===== config.mk =====
export PLATFORM = sky130hd
export DESIGN_NAME = prog_loader
export DESIGN_NICKNAME = d
export VERILOG_FILES = /design/src/rtl/pacessor_pkg.sv /design/src/rtl/prog_loader.sv
export SDC_FILE = /design/constraint.sdc
export NUM_CORES = 1
export LEC_CHECK = 0
export BUFFER_PORTS_ARGS = -buffer_cell sky130_fd_sc_hd__buf_2
export CELL_PAD_IN_SITES_DETAIL_PLACEMENT = 2
export CELL_PAD_IN_SITES_GLOBAL_PLACEMENT = 2
export CORE_UTILIZATION = 27
export CTS_CLUSTER_SIZE = 30
export DETAILED_ROUTE_END_ITERATION = 12
export GPL_TIMING_DRIVEN = 1
export PLACE_DENSITY = 0.83
export SLEW_MARGIN = 40
export SYNTH_ARGS = -nofsm -noshare
export SYNTH_HDL_FRONTEND = slang
export SYNTH_SLANG_ARGS = --single-unit

===== constraint.sdc =====
create_clock -name clk -period 1.6 [get_ports clk]
set_clock_uncertainty 0.15 [all_clocks]
set_input_delay 0.08 -clock clk [delete_from_list [all_inputs] [get_ports clk]]
set_output_delay 0.08 -clock clk [all_outputs]
set_load 0.03 [all_outputs]

===== src/rtl/pacessor_pkg.sv =====
// Shared definitions for the program loader: FSM state encoding, program
// memory address width and the default core reset hold time.
package pacessor_pkg;

  localparam int PROG_ADDR_W  = 6;
  localparam int RST_HOLD_DEF = 2;

  typedef enum logic [2:0] {
    S_IDLE  = 3'd0,
    S_LOAD  = 3'd1,
    S_CHECK = 3'd2,
    S_HOLD  = 3'd3,
    S_RUN   = 3'd4,
    S_ERR   = 3'd5
  } state_t;

endpackage


===== src/rtl/prog_loader.sv =====
// Program loader: streams host bytes into program memory (big-endian words,
// byte 0 of word k at address 4k), verifies a trailing XOR checksum byte and
// then holds the processor core in reset for RST_HOLD cycles before release.
//
// Handshake: a host byte is transferred in every cycle where in_valid and
// in_ready are both high. in_ready depends only on the FSM state (LOAD or
// CHECK); in_valid without in_ready has no effect, and gaps in in_valid
// simply stall the load.
module prog_loader
  import pacessor_pkg::*;
#(
  parameter int RST_HOLD = RST_HOLD_DEF
) (
  input  logic       clk,
  input  logic       rst_master_n,
  input  logic       start,
  input  logic [3:0] len_m1,
  input  logic       in_valid,
  input  logic [7:0] in_data,
  output logic       in_ready,
  output logic       mem_we,
  output logic [5:0] mem_addr,
  output logic [7:0] mem_wdata,
  output logic       core_rst,
  output logic       busy,
  output logic       done,
  output logic       err,
  output logic [2:0] fsm_state
);

  localparam int HOLD_W = (RST_HOLD > 1) ? $clog2(RST_HOLD) : 1;

  state_t                   state;
  state_t                   state_n;
  logic [3:0]               len_q;
  logic [PROG_ADDR_W-1:0]   cnt;
  logic [7:0]               acc;
  logic [HOLD_W-1:0]        hold_cnt;
  logic                     done_q;

  logic                     xfer;
  logic                     start_ok;
  logic                     hold_last;
  logic [PROG_ADDR_W-1:0]   last_addr;

  // Handshake, start qualification and end-of-phase decodes.
  assign in_ready  = (state == S_LOAD) || (state == S_CHECK);
  assign xfer      = in_valid && in_ready;
  assign start_ok  = start && ((state == S_IDLE) || (state == S_RUN) || (state == S_ERR));
  assign hold_last = (hold_cnt == HOLD_W'(RST_HOLD - 1));
  assign last_addr = {len_q, 2'b11};
  assign fsm_state = state;

  // State register.
  always_ff @(posedge clk or negedge rst_master_n) begin
    if (!rst_master_n) state <= S_IDLE;
    else               state <= state_n;
  end

  // Next-state logic and state-decoded outputs.
  always_comb begin
    state_n   = state;
    mem_we    = 1'b0;
    mem_addr  = cnt;
    mem_wdata = in_data;
    busy      = 1'b0;
    err       = 1'b0;
    core_rst  = (state != S_RUN);
    done      = done_q;
    case (state)
      S_IDLE, S_RUN: begin
        if (start_ok) state_n = S_LOAD;
      end
      S_ERR: begin
        err = 1'b1;
        if (start_ok) state_n = S_LOAD;
      end
      S_LOAD: begin
        busy   = 1'b1;
        mem_we = xfer;
        if (xfer && (cnt == last_addr)) state_n = S_CHECK;
      end
      S_CHECK: begin
        busy = 1'b1;
        if (xfer) state_n = (in_data == acc) ? S_HOLD : S_ERR;
      end
      S_HOLD: begin
        busy = 1'b1;
        if (hold_last) state_n = S_RUN;
      end
      default: state_n = S_IDLE;
    endcase
  end

  // Load datapath: length latch, byte address counter and XOR accumulator.
  always_ff @(posedge clk or negedge rst_master_n) begin
    if (!rst_master_n) begin
      len_q <= '0;
      cnt   <= '0;
      acc   <= '0;
    end else if (start_ok) begin
      len_q <= len_m1;
      cnt   <= '0;
      acc   <= '0;
    end else if ((state == S_LOAD) && xfer) begin
      cnt <= cnt + 1'b1;
      acc <= acc ^ in_data;
    end
  end

  // Reset-hold timer and the one-cycle done pulse for the first RUN cycle.
  always_ff @(posedge clk or negedge rst_master_n) begin
    if (!rst_master_n) begin
      hold_cnt <= '0;
      done_q   <= 1'b0;
    end else begin
      done_q <= (state == S_HOLD) && hold_last;
      if (state != S_HOLD) hold_cnt <= '0;
      else if (!hold_last) hold_cnt <= hold_cnt + 1'b1;
    end
  end

endmodule

---- Yosys cells after proc, flatten, opt, wreduce, memory -nomap -nowiden ----
Cells that the tools add are included.
storage, ports and cells
  register bits ........................... 23
  bits of input ports ..................... 16
  output and inout port bits .............. 23
  logic and storage cells ................. 50
operators by class
  add/sub/neg operators ................... 2
  eq/ne operators ......................... 13
  muxes and demuxes ....................... 15
  bitwise logic cells ..................... 1
  reduce and logical (&&, ||, !) cells .... 13
operators with widths
  cell                   count
  $mux W8                2
  $mux W3                5
  $mux W6                2
  $pmux W3 S4            1
  $eq A8 B8 Y1           1
  $xor A8 B8 Y8          1
  $add A6 B1 Y6 const B  1
  $eq A3 B2 Y1 const B   2
  $eq A3 B3 Y1 const B   2
  $eq A6 B6 Y1           1
  $reduce_or A3 Y1       2
  $logic_and A1 B1 Y1    5
  $mux W1                5
  $ne A2 B1 Y1 const B   2
  $ne A2 B2 Y1 const B   2
  $reduce_and A4 Y1      1
  $eq A3 B1 Y1 const B   1
  $logic_not A3 Y1       1
  $logic_or A1 B1 Y1     3
  $ne A3 B2 Y1 const B   1
  $ne A3 B3 Y1 const B   1
  $reduce_bool A2 Y1     1
  $add A1 B1 Y1 const B  1

---- Depth between registers and ports, before layout ----
  depth after elaboration ................. 6
  gate-level depth with buffers ........... 7
  mapped depth without buffers ............ 5

---- Worst setup path after synthesis ----
OpenSTA, ideal clock, no wires.
  path kind ............................... register to register
  from .................................... register state[0], in the netlist fsm_state[0]
  to ...................................... register len_q[0]
  library setup time ...................... 125 ps
  arrival time ............................ 1562 ps
  data required time ...................... 1325 ps
  slack ................................... -236 ps
  stages on the path, launching flop included .. 5
  buffers on the path ..................... 1
  period minus slack after synthesis ...... 1836 ps
  path through ............................ dfrtp_1 buf_6 nor2b_4 nor3b_4 mux2_2
between the ends
  word-level cells in the longest chain between the ends .. 4
  elaborated cells between the ends (all ways) .. 6
  those cells by class .................... 2 x eq/ne; 4 x reduce/logical
ends and longest elaborated chain
  item                                                     line                text
  start, declared                                          prog_loader.sv:33   state_t state;
  start signal, assigned                                   prog_loader.sv:57   else state <= state_n;
  $eq A3 B3 Y1 / $logic_not A3 Y1 (equally long branches)  prog_loader.sv:49   assign start_ok = start && ((state == S_IDLE) || (state == S_RUN) || (state == S_ERR));
  $logic_or A1 B1 Y1                                       prog_loader.sv:49
  $logic_or A1 B1 Y1 *                                     prog_loader.sv:49
  $logic_and A1 B1 Y1 *                                    prog_loader.sv:49
  end signal, assigned                                     prog_loader.sv:102  len_q <= len_m1;
  end, declared                                            prog_loader.sv:35   logic [3:0] len_q;
Mark *: on every way between the ends. The rest lies on a longest branch, timed or not.
A chain may end at the register's enable or synchronous reset.

---- Final worst setup path ----
  from .................................... register state[0], in the netlist fsm_state[0]
  to ...................................... register state[0], in the netlist fsm_state[0]
between the ends
  word-level cells in the longest chain between the ends .. 6
  elaborated cells between the ends (all ways) .. 19
  those cells by class .................... 9 x eq/ne; 1 x mux; 9 x reduce/logical
ends and longest elaborated chain
  item                                                              line
  $eq A3 B1 Y1 (tied with other cells)                              prog_loader.sv:47, prog_loader.sv:70
  $logic_or A1 B1 Y1 (on tied branches)                             prog_loader.sv:47, prog_loader.sv:49
  $logic_and A1 B1 Y1 / $logic_or A1 B1 Y1 (equally long branches)  prog_loader.sv:48, prog_loader.sv:49
  $logic_and A1 B1 Y1 (on tied branches)                            prog_loader.sv:81, prog_loader.sv:49
  $ne A2 B1 Y1 (no source line)                                     --
  $reduce_and A4 Y1 (no source line)                                --
Parallel ways exist; a longest one is shown, timed or not.

==> results.yml <==
yosys:
  synth-edff-count: 0
  synth_largest_type_area_fraction_pct: 43.7
  synth_compound_area_share_pct: 13.4
  synth_area_um2: 1320
  synthesis.area_per_instance_um2: 9.61
  synthSimpleGateAreaFrac_pct: 20.8
  synth-seq-cells: 23
  synth.area.mux_share_pct: 4.18
  post_synth_num_cell_types: 38
  ys_top_cells_by_count: "sky130_fd_sc_hd__dfrtp_1, sky130_fd_sc_hd__o21ai_0, sky130_fd_sc_hd__nor2_1"
  postSynthNetCount: 154
  synth_sequential_area_ratio_pct: 43.7
  largest_family_of_logic_cells_by_synthesized_area: "simple AND/OR/NAND/NOR gates"
  yosys_warnings: 0
  netlist.top_cell.by_area: "sky130_fd_sc_hd__dfrtp_1"
  ys_flop_type: "sky130_fd_sc_hd__dfrtp_1"
  synthTopCellsByArea: "sky130_fd_sc_hd__dfrtp_1, sky130_fd_sc_hd__o21ai_0, sky130_fd_sc_hd__xor2_1, sky130_fd_sc_hd__buf_4, sky130_fd_sc_hd__nor2_1"
  synth-async-reset-ratio_pct: 100
  post_synth_xor_area_fraction_pct: 8.65
  synth_cells: 137
  synth_fa_ha_area_share_pct: 0.951
  most_used_standard_cell_by_instance_count_after_synthesis: "sky130_fd_sc_hd__dfrtp_1"
timing:
  worst_slew_margin_rel_pct: 61.9
  finalHoldViolCount: 0
  timing.final.max_slew_violations: 0
  timing.fmax_mhz: 565
  layout_worst_path_cycle_share_pct: 111
  layout_min_cycle_time_ns: 1.77
  grt_setup_unrepaired: "true"
  postLayoutSetupSlackWorst_ns: -0.171
  finalSetupTns_ns: -1.21
  worst-slew-pin-transition_ns: 0.572
  whs_ns: 0.0151
  setup_viol: 17
final_layout:
  drive_gt1_share_pct: 47.1
  layout.nets: 226
  layout-area-overhead-vs-synth_pct: 57.3
  filler_cell_count: 515
  final_core_utilization_pct: 44.1
  final_instance_area_um2: 2070
  antenna-diode-count: 0
grt:
  globalRoute.busiestLayer: "met2"
  grt.overflow.total: 0
  maximum_number_of_pins_on_one_net_before_global_route_repair: 24
  globalRouteMet2Util_pct: 32.4
  antenna_found_initial: 0
  grt_pass1_wl_um: 6890
  vias_in_the_first_global_route: 1399
  met1_track_utilization_from_global_routing_pct: 20.4
  grt_use_total_pct: 17.5
  grt_util_met3_pct: 2.39
place:
  gp_congestion: 0.810
  place_hpwl_um: 2730
  port_buffers: 38
  detailed_place.area_um2: 1640
clock_network:
  clkTransAtPathRegs_ns: 0.09
  clkSinkCount: 23
  clock_tree.root_cell: "sky130_fd_sc_hd__clkbuf_8"
  tritoncts: "built"
  max-clock-path-buffers: 2
  clock_tree.htree_level_count: 1
  cts_inserted_buffers: 3
  clkLatencyLatePin_ns: 0.29
worst_hold_path:
  hold-path-endpoint: "acc[0]$_DFFE_PN0P_"
  hold_path_startpoint: "in_data[0]"
  type_of_the_most_critical_hold_path: "in -> reg"
  min_delay_path_depth: 4
routing:
  post-route-drc-count: 0
  ant_nets: 0
  iteration_count_of_the_initial_detailed_routing_pass: 4
  ratio_of_routed_vias_to_standard_cells: 4.93
  drt-wirelength-per-cell_um: 20.3
  detail_route.wirelength_um: 5320
  num_vias: 1291
  drt-initial-drc-count: 76
power_and_ir_drop:
  peakVddDrop_mv: 0.745
  leakage_nw: 0.976
  totalPowerFinal_mw: 3.52
  cellPowerDensity_nw_per_um2: 1700
die:
  core_area_um2: 4690
  dieArea_um2: 5160
  floorplan.die.height_um: 71.8
  core.rowCount: 25
  floorplan_die_width_um: 71.8
  total_i_o_pin_count: 39
  starting_density_of_the_core_pct: 28.1
setup_path:
  r2r_cells: 5
  setup.worst_path.class: "reg -> reg"
  critical_path.slowest_cell: "sky130_fd_sc_hd__or4_4"
  crit_path_start_kind: "register"
  cp_cell_sequence: "mux2i_1 > nand3b_1 > o31ai_2 > or4_4 > o211ai_1"
  worst_path_largest_cell_delay_ns: 0.54
  worst_setup_path_end_kind: "register"
  reg2reg_to: "fsm_state[0]$_DFFE_PN0P_"
  crit_required_ns: 1.65
  r2r_slack_ns: -0.17
  worstPathArrival_ns: 1.82
  critical_path.max_fanout: 7
  rr_startpoint: "fsm_state[0]$_DFFE_PN0P_"
outcome:
  status: "finished with violations"
  violations: "negative setup slack"
job:
  drv_cap: 0
registers in the layout (all words and copies together), names as in the netlist:
name	count
acc	8
done	1
fsm_state	3
hold_cnt	1
len_q	4
mem_addr	6
what timing repair did:
item / CTS / global route
endpoints found under the setup margin: 14 / 23
pin swaps: 5 / 8
resized for setup: 8 / 33
setup buffers: 4 / 5
gates cloned: 0 / 2
hold buffers: 14 / 0
hold endpoints to repair: 36 / 0
worst max path at each step:
stage                     cells past startpoint                      from                        to
after floorplan                               4  fsm_state[0]$_DFFE_PN0P_      len_q[0]$_DFFE_PN0N_
after global placement                        6  fsm_state[1]$_DFFE_PN0P_   mem_addr[5]$_DFFE_PN0P_
after detailed placement                      5   mem_addr[4]$_DFFE_PN0P_  fsm_state[1]$_DFFE_PN0P_
after CTS                                     5  fsm_state[0]$_DFFE_PN0P_  fsm_state[0]$_DFFE_PN0P_
after global routing                          8                in_data[5]  fsm_state[1]$_DFFE_PN0P_
final                                         5  fsm_state[0]$_DFFE_PN0P_  fsm_state[0]$_DFFE_PN0P_
per-layer routing:
metal	share of wire, %	routed length, um
met3	2.1	114
met1	43	2310
met5	0	0
met4	2.3	124
met2	52	2770
worst max-delay path, delay by kind of cell (launching register included):
kind | cells | cell delay (ns)
AND/OR/NAND/NOR | 2 | 0.68
flip-flops | 1 | 0.47
AO/OA/AOI/OAI | 2 | 0.21
multiplexers | 1 | 0.17
power by group:
part	total (mW)	internal (mW)	switching [mW]
Combinational	2.04	0.914	1.13
Sequential	1.06	0.832	0.231
Clock	0.413	0.180	0.233
Total	3.52	1.93	1.60
cell type report:
| class | instances | area [um2] | area share (%) |
|---|---|---|---|
| multi-input combinational | 97 | 734 | 35.5 |
| timing repair buffer | 79 | 609 | 29.4 |
| sequential | 23 | 583 | 28.2 |
| tap | 54 | 67.6 | 3.26 |
| clock buffer | 4 | 45.0 | 2.18 |
| inverter | 5 | 31.3 | 1.51 |
per-stage QoR:
step                std cells  worst slack (ns)
floorplan                 137            -0.201
global placement          234          -0.00123
CTS                       256           -0.0599
detailed placement        234           -0.0615
global route              262            -0.272
finish                    262            -0.171
layout by cell type, fill, tap and decap left out, types with 2 or more instances in the layout:
master,netlist,routed
sky130_fd_sc_hd__o2111ai_1,2,2
sky130_fd_sc_hd__inv_1,4,2
sky130_fd_sc_hd__nand3b_1,2,2
sky130_fd_sc_hd__xor2_1,7,6
sky130_fd_sc_hd__inv_6,0,2
sky130_fd_sc_hd__nand2b_1,8,8
sky130_fd_sc_hd__o21ai_1,1,15
sky130_fd_sc_hd__buf_2,3,33
sky130_fd_sc_hd__dfrtp_2,0,6
sky130_fd_sc_hd__nand3_1,4,3
sky130_fd_sc_hd__dlygate4sd3_1,0,14
sky130_fd_sc_hd__buf_4,8,22
sky130_fd_sc_hd__mux2_4,0,4
sky130_fd_sc_hd__clkbuf_8,0,3
sky130_fd_sc_hd__nand4_1,2,2
sky130_fd_sc_hd__a21oi_1,2,2
sky130_fd_sc_hd__buf_6,1,7
sky130_fd_sc_hd__nor2_4,1,3
sky130_fd_sc_hd__nor2_1,15,14
sky130_fd_sc_hd__dfrtp_1,23,17
sky130_fd_sc_hd__xnor2_2,0,2
sky130_fd_sc_hd__xnor2_1,6,4
sky130_fd_sc_hd__nand2_1,6,6
logic make-up (layout without fill, tap and decap cells):
logic type	after synthesis	in the layout
AOI/OAI and AO/OA	29	29
xor gates and xnor gates	13	13
adders and majority gates	1	1
buffers and inverters	18	88
DFF	23	23
muxes	5	5
and+or+nand+nor	48	49
(Power assumes the default switching activity.)
